--- src/rtl/mult8x8_seq_ctrl.sv ---
// Unsigned 8x8 multiplier sequencer: time-shares an external 4x4 core over four
// steps and shift-accumulates the nibble partial products into a 16-bit result.
module mult8x8_seq_ctrl #(
   parameter bit ZERO_SKIP = 1'b0
) (
   input  logic        clk,
   input  logic        rst,
   input  logic        in_valid,
   output logic        in_ready,
   input  logic [7:0]  a,
   input  logic [7:0]  b,
   output logic        out_valid,
   input  logic        out_ready,
   output logic [15:0] product,
   output logic [3:0]  mul_a,
   output logic [3:0]  mul_b,
   input  logic [7:0]  mul_p,
   output logic        busy
);

   typedef enum logic [1:0] {IDLE, MUL, DONE} state_t;

   state_t      state, state_nxt;
   logic [1:0]  step;
   logic [15:0] acc;
   logic [15:0] acc_sum;
   logic [7:0]  a_r, b_r;
   logic [15:0] product_r;
   logic        accept;
   logic        zero_op;

   // Place a nibble partial product at its weight: lo*lo, cross terms, hi*hi.
   function automatic logic [15:0] align_pp(input logic [7:0] pp, input logic [1:0] stp);
      logic [15:0] r;
      case (stp)
         2'd0:    r = {8'h00, pp};
         2'd1,
         2'd2:    r = {4'h0, pp, 4'h0};
         default: r = {pp, 8'h00};
      endcase
      return r;
   endfunction

   // in_ready is held low during reset so no transfer can be seen by upstream.
   assign in_ready = !rst && ((state == IDLE) || ((state == DONE) && out_ready));
   assign accept   = in_valid && in_ready;
   assign zero_op  = ZERO_SKIP && ((a == 8'h00) || (b == 8'h00));
   assign acc_sum  = acc + align_pp(mul_p, step);
   assign product  = product_r;

   always_ff @(posedge clk or posedge rst) begin
      if (rst) begin
         state <= IDLE;
      end else begin
         state <= state_nxt;
      end
   end

   always_comb begin
      state_nxt = state;
      out_valid = 1'b0;
      busy      = 1'b0;
      mul_a     = 4'h0;
      mul_b     = 4'h0;
      case (state)
         IDLE: begin
            if (accept) state_nxt = zero_op ? DONE : MUL;
         end
         MUL: begin
            busy  = 1'b1;
            // step[1] selects the high nibble of a, step[0] the high nibble of b
            mul_a = step[1] ? a_r[7:4] : a_r[3:0];
            mul_b = step[0] ? b_r[7:4] : b_r[3:0];
            if (step == 2'd3) state_nxt = DONE;
         end
         DONE: begin
            out_valid = 1'b1;
            if (out_ready) begin
               if (accept) state_nxt = zero_op ? DONE : MUL;
               else        state_nxt = IDLE;
            end
         end
         default: state_nxt = IDLE;
      endcase
   end

   always_ff @(posedge clk or posedge rst) begin
      if (rst) begin
         step      <= 2'd0;
         acc       <= 16'h0000;
         a_r       <= 8'h00;
         b_r       <= 8'h00;
         product_r <= 16'h0000;
      end else if (accept) begin
         a_r  <= a;
         b_r  <= b;
         acc  <= 16'h0000;
         step <= 2'd0;
         if (zero_op) product_r <= 16'h0000;
      end else if (state == MUL) begin
         acc  <= acc_sum;
         step <= step + 2'd1;
         if (step == 2'd3) product_r <= acc_sum;
      end
   end

endmodule

--- config.mk ---
export PLATFORM = sky130hd
export DESIGN_NAME = mult8x8_seq_ctrl
export DESIGN_NICKNAME = d
export VERILOG_FILES = /design/src/rtl/mult8x8_seq_ctrl.sv
export SDC_FILE = /design/constraint.sdc
export NUM_CORES = 1
export LEC_CHECK = 0
export ABC_AREA = 1
export BUFFER_PORTS_ARGS = -buffer_cell sky130_fd_sc_hd__clkbuf_2
export CAP_MARGIN = 20
export CORE_MARGIN = 3
export CORE_UTILIZATION = 60
export DETAILED_ROUTE_END_ITERATION = 7
export PLACE_DENSITY = 0.85
export SETUP_SLACK_MARGIN = 0.3
export SLEW_MARGIN = 5
export SYNTH_ARGS = -nofsm -noshare
export SYNTH_HDL_FRONTEND = slang
export SYNTH_SLANG_ARGS = --single-unit
--- constraint.sdc ---
create_clock -name clk -period 5.3 [get_ports clk]
set_input_delay 1.06 -clock clk [delete_from_list [all_inputs] [get_ports clk]]
set_output_delay 1.06 -clock clk [all_outputs]
set_load 0.1 [all_outputs]
==> metrics.cfg, run 1 <==
[cts]
clkTransAtPathRegs_ns = 0.10
holdBufCountCts = 0
clkLatencyLatePin_ns = 0.31
clock-sinks = 52
clk_path_buf_depth = 2
numCtsBuffers = 5
postCtsSetupRepairBufs = 0
cts_tree = yes
cts-root-buf = clkbuf_8
h-tree-depth = 2
post_cts_resized = 0

[worst_setup_path]
crit_path_max_fanout = 17
r2r_slack_ns = 2.48
path_cells = nand2_1 > inv_1 > clkbuf_2
timing.rr.end = acc[15]
critPathRequiredTime_ns = 4.24
cpMaxStageDelayCell = inv_1
cp_slowest_stage_delay_ns = 0.57
end_kind = output pin
r2r_start = step[0]
critPathLaunchType = flip-flop
critPathBufInv = 2
path_delay_family = buffers and inverters
cp_data_arrival_time_ns = 2.25
r2r_cells = 12
critical_path.startpoint = state[0]
path_class = reg2out

[hold_path]
hold_class = reg2reg
hp-start = product[5]
whs_endpoint = product[5]
min_path_cells = 2

[placed_design]
post-dp-hpwl_um = 5570
place.gp.congestion = 0.907
portBuffers = 54

[floorplanning]
rows = 25
die-height_um = 78.9
start_util = 0.649
fp.coreArea_sq_um = 4910
io_pins = 55
die-area_sq_um = 6220
dieWidth_um = 78.9

[detailed_routing]
vias = 2914
firstDrtPassIters = 5
wl_per_cell_um = 14.1
drtAntennaViolNets = 0
wl_um = 7570
via_per_inst = 5.44
first_iter_violations = 266
drc = 0

[global_route]
grtUsageTotal = 0.256
grt_max_degree = 53
grt_overflow = 0
antenna_found_initial = 0
grt_pass1_wl_um = 12500
grt_pass1_vias = 2759

[sta]
rsz0062_at_grt = no
period_needed_ns = 3.31
skew_ns = 0.00732
period_share = 0.625
max_clock_freq_mhz = 302
drv_slew = 0
fin_setup_tns_ns = 0
hold_viol = 0
setup_viol_count_final = 0
tightestPinTransition_ns = 0.664
maxSlewHeadroom = 0.557

[logic_synthesis]
yosysWarnings = 0
async_flop_share = 1.00
synth-seq-cells = 52
synth_flop_cell = dfrtp_1
synth_nets = 460
netlist_area_sq_um = 3190
syn_inst = 414
ys_types = 30
syn_area_per_cell_sq_um = 7.69
yosysSeqAreaShare = 0.408
synth_edf_count = 0

[outcome]
status = finished clean

[finish]
synthToLayoutAreaGrowth_pct = 14.6
n_fill_cell = 386
final_nets = 514
final_common_cell = nand2_1
antenna_cells = 0
drive_gt1_frac = 0.194
layout_common_cells = 164 x nand2_1, 54 x clkbuf_2, 52 x dfrtp_1, 51 x inv_1, 28 x nand3_1

[job]
drv_cap = 0

## metrics by stage
stage	util	worst slack [ns]	instances	instance area [sq um]	hold slack (ns)
floorplan	-	1.99	414	3190	0.456
global placement	0.711	2.37	527	3490	0.459
detailed placement	0.711	2.34	527	3490	0.465
CTS	0.739	2.01	535	3630	0.491
global route	0.743	1.89	536	3650	0.508
finish	0.743	1.99	536	3650	0.486
## how the worst max path moves through the flow
stage | slack (ns) | cells past startpoint | end
after CTS | 2.01 | 3 | busy
final | 1.99 | 3 | busy
after floorplan | 1.99 | 3 | mul_a[0]
after global placement | 2.37 | 3 | in_ready
after global routing | 1.89 | 4 | busy
after detailed placement | 2.34 | 3 | in_ready
## final cells by class
type	count	area, sq um	share of cell area
clock buffers	5	68.8	0.0188
clock inverters	3	68.8	0.0188
inverters	55	206	0.0565
multi-input cells	299	1630	0.447
flip-flops and latches	52	1300	0.356
well taps	67	83.8	0.0230
repair buffers	55	290	0.0795
## worst reg2reg max path, stage by stage (launching register included)
cell,delay (ns)
dfrtp_1,0.47
ha_1,0.57
inv_2,0.18
o21ai_0,0.32
ha_1,0.34
nand2_1,0.09
nand2_1,0.07
nand2_1,0.08
nand2_1,0.07
a21oi_1,0.19
nand3_1,0.15
nand3_1,0.12
nand2_1,0.06
## flip-flops by register name (all words and copies together), names as in the netlist
name and flops:
acc 16, b_r 8, a_r 8, product 16
state 2, step 2
## synth_stat cells, types with 5 or more instances
| cell type | n | area share |
|---|---|---|
| nand2_1 | 164 | 0.19 |
| mux2_2 | 7 | 0.025 |
| dfrtp_1 | 52 | 0.41 |
| ha_1 | 17 | 0.067 |
| inv_1 | 52 | 0.061 |
| a21oi_1 | 15 | 0.024 |
| nor2_1 | 12 | 0.014 |
| nand3_1 | 28 | 0.044 |
| mux2_4 | 9 | 0.042 |
| or2_2 | 5 | 0.0098 |
| nor3_1 | 7 | 0.011 |
| o21ai_0 | 11 | 0.017 |
## routing by layer
metal / up-vias / global-route usage / wire length [um]
li1: 1423 / - / -
met1: 1342 / 0.347 / 3260
met2: 130 / 0.414 / 3630
met3: 19 / 0.0533 / 555
met4: 0 / 0.0825 / 125
met5: - / 0 / 0
## logic make-up (layout without fill, tap and decap cells)
logic type               after synthesis  after routing  share of synthesized area
XOR/XNOR                               5              5                     0.0137
multiplexers                          16             16                     0.0672
AO/OA/AOI/OAI                         35             35                     0.0621
flip-flops                            52             52                      0.408
AND/OR/NAND/NOR                      225            225                      0.296
buffers and inverters                 63            118                     0.0793
adder cells (fa/ha/maj)               18             18                     0.0731
Power of run 1 is left out: the tool's default activity adds up to more than one toggle a clock period on the data nets, which glitch-free logic cannot reach.
==> inputs of run 2 (changes only) <==
--- a/config.mk
+++ b/config.mk
@@ -9,9 +9,9 @@
 export BUFFER_PORTS_ARGS = -buffer_cell sky130_fd_sc_hd__clkbuf_2
 export CAP_MARGIN = 20
 export CORE_MARGIN = 3
-export CORE_UTILIZATION = 60
+export CORE_UTILIZATION = 51
 export DETAILED_ROUTE_END_ITERATION = 7
-export PLACE_DENSITY = 0.85
+export PLACE_DENSITY = 0.77
 export SETUP_SLACK_MARGIN = 0.3
 export SLEW_MARGIN = 5
 export SYNTH_ARGS = -nofsm -noshare
==> constraint.sdc (replaced) <==
create_clock -name clk -period 3 [get_ports clk]
set_input_delay 0.6 -clock clk [delete_from_list [all_inputs] [get_ports clk]]
set_output_delay 0.6 -clock clk [all_outputs]
set_load 0.1 [all_outputs]
==> metrics.cfg, run 2 (synthesis gave the netlist of run 1 again) <==
[outcome]
status = finished clean

[worst_setup_path]
path_class = reg2out
cp_data_arrival_time_ns = 1.97  ; -0.28 ns
crit_path_max_fanout = 17  ; unchanged
critPathLaunchType = flip-flop
end_kind = output pin
critPathRequiredTime_ns = 2.40  ; -1.84 ns
r2r_slack_ns = 0.48  ; -2.00 ns

[sta]
setup_viol_count_final = 0  ; unchanged
fin_ws_ns = 0.434  ; -1.55 ns
drv_slew = 0  ; unchanged
period_share = 0.855
period_needed_ns = 2.57
whs_ns = 0.344  ; -0.143 ns
rsz0062_at_grt = yes
tightestPinTransition_ns = 0.700  ; +0.0359 ns
hold_viol = 0  ; unchanged
fin_setup_tns_ns = 0  ; unchanged
skew_ns = 0.00889  ; +0.00157 ns
max_clock_freq_mhz = 390
maxSlewHeadroom = 0.533  ; -0.0239

[finish]
final_common_cell = nand2_1
layout_common_cells = 163 x nand2_1, 54 x clkbuf_2, 50 x dfrtp_1, 49 x inv_1, 28 x nand3_1
stdcell_count = 546  ; +1.9%
final_nets = 516  ; +0.39%
antenna_cells = 0  ; unchanged
synthToLayoutAreaGrowth_pct = 14.6  ; unchanged
drive_gt1_frac = 0.217  ; +0.0225

[detailed_routing]
vias = 2804  ; -3.8%
wl_um = 7300  ; -3.6%
drtAntennaViolNets = 0  ; unchanged
drc = 0  ; unchanged
via_per_inst = 5.14  ; -5.5%
wl_per_cell_um = 13.4  ; -5.3%
firstDrtPassIters = 4  ; -1
first_iter_violations = 146  ; -45%

[cts]
clk_path_buf_depth = 2  ; unchanged
cts-root-buf = clkbuf_8
h-tree-depth = 2  ; unchanged
cts_tree = yes
numCtsBuffers = 5  ; unchanged
clkLatencyLatePin_ns = 0.31  ; about the same
clkTransAtPathRegs_ns = 0.10  ; about the same
clock-sinks = 52  ; unchanged
postCtsSetupRepairBufs = 0  ; unchanged

[global_route]
antenna_found_initial = 0  ; unchanged
grt_pass1_wl_um = 12600  ; +0.50%
grt_overflow = 0  ; unchanged
grt_max_degree = 29  ; -45%
grt_pass1_vias = 2763  ; +0.14%
grtUsageTotal = 0.217  ; -0.0397

[placed_design]
post-dp-hpwl_um = 5610  ; +0.79%
dp_cells = 538  ; +2.1%
place_ws_ns = 0.366  ; -1.98 ns
portBuffers = 54  ; unchanged
place.gp.congestion = 0.924  ; +1.9%

[floorplanning]
rows = 28  ; +12%
start_util = 0.532  ; -0.117
dieWidth_um = 85.0  ; +7.8%
die-height_um = 85.0  ; +7.8%
io_pins = 55  ; unchanged
fp.coreArea_sq_um = 5990  ; +22%
die-area_sq_um = 7230  ; +16%

[job]
drv_cap = 0  ; unchanged

[hold_path]
hold_class = in2async

run 2: through the flow:
stage          instance area, sq um  utilization
6_report                       3650        0.609
5_1_grt                        3650        0.609
4_1_cts                        3620        0.604
3_5_place_dp                   3530        0.589
3_3_place_gp                   3530        0.589
2_1_floorplan                  3190            -
run 2: critical path, cell delays in order, from the launching register on:
cell and delay, ns:
dfrtp_1 0.46, nand2_1 0.40, a21oi_1 0.30, clkbuf_2 0.50
run 2: final cells by class:
class	instances	area [sq um]
Fill cell	535	2340
Timing Repair Buffer	57	293
Clock buffer	6	72.6
Multi-Input combinational cell	299	1660
Tap cell	75	93.8
Sequential cell	52	1300
Inverter	55	206
Clock inverter	2	17.5
run 2: per-layer routing:
layer	part of all wire	GRT usage	routed length [um]	vias to the layer above
li1	-	-	-	1423
met1	0.44	0.286	3200	1269
met2	0.46	0.357	3380	102
met3	0.081	0.0553	593	10
met4	0.017	0.0561	121	0
met5	0	0	0	-
run 2: final timing paths:
| kind | to | cells after the start | from |
|---|---|---|---|
| setup / recovery | mul_b[1] | 3 | state[0] |
| hold / removal | a_r[2] | 2 | rst |
| setup reg to reg | product[7] | 12 | step[0] |
| hold reg to reg | product[10] | 2 | product[10] |
| max in group asynchronous | step[0] | 3 | rst |
| min in group clk | state[1] | 2 | out_ready |
run 2: repair_timing:
action | CTS | global route
hold buffers | 0 | 0
endpoints found under the hold margin | 0 | 0
endpoints found under the setup margin | 0 | 22
gates resized for setup | 0 | 10
Power of run 2 is left out for the same reason.
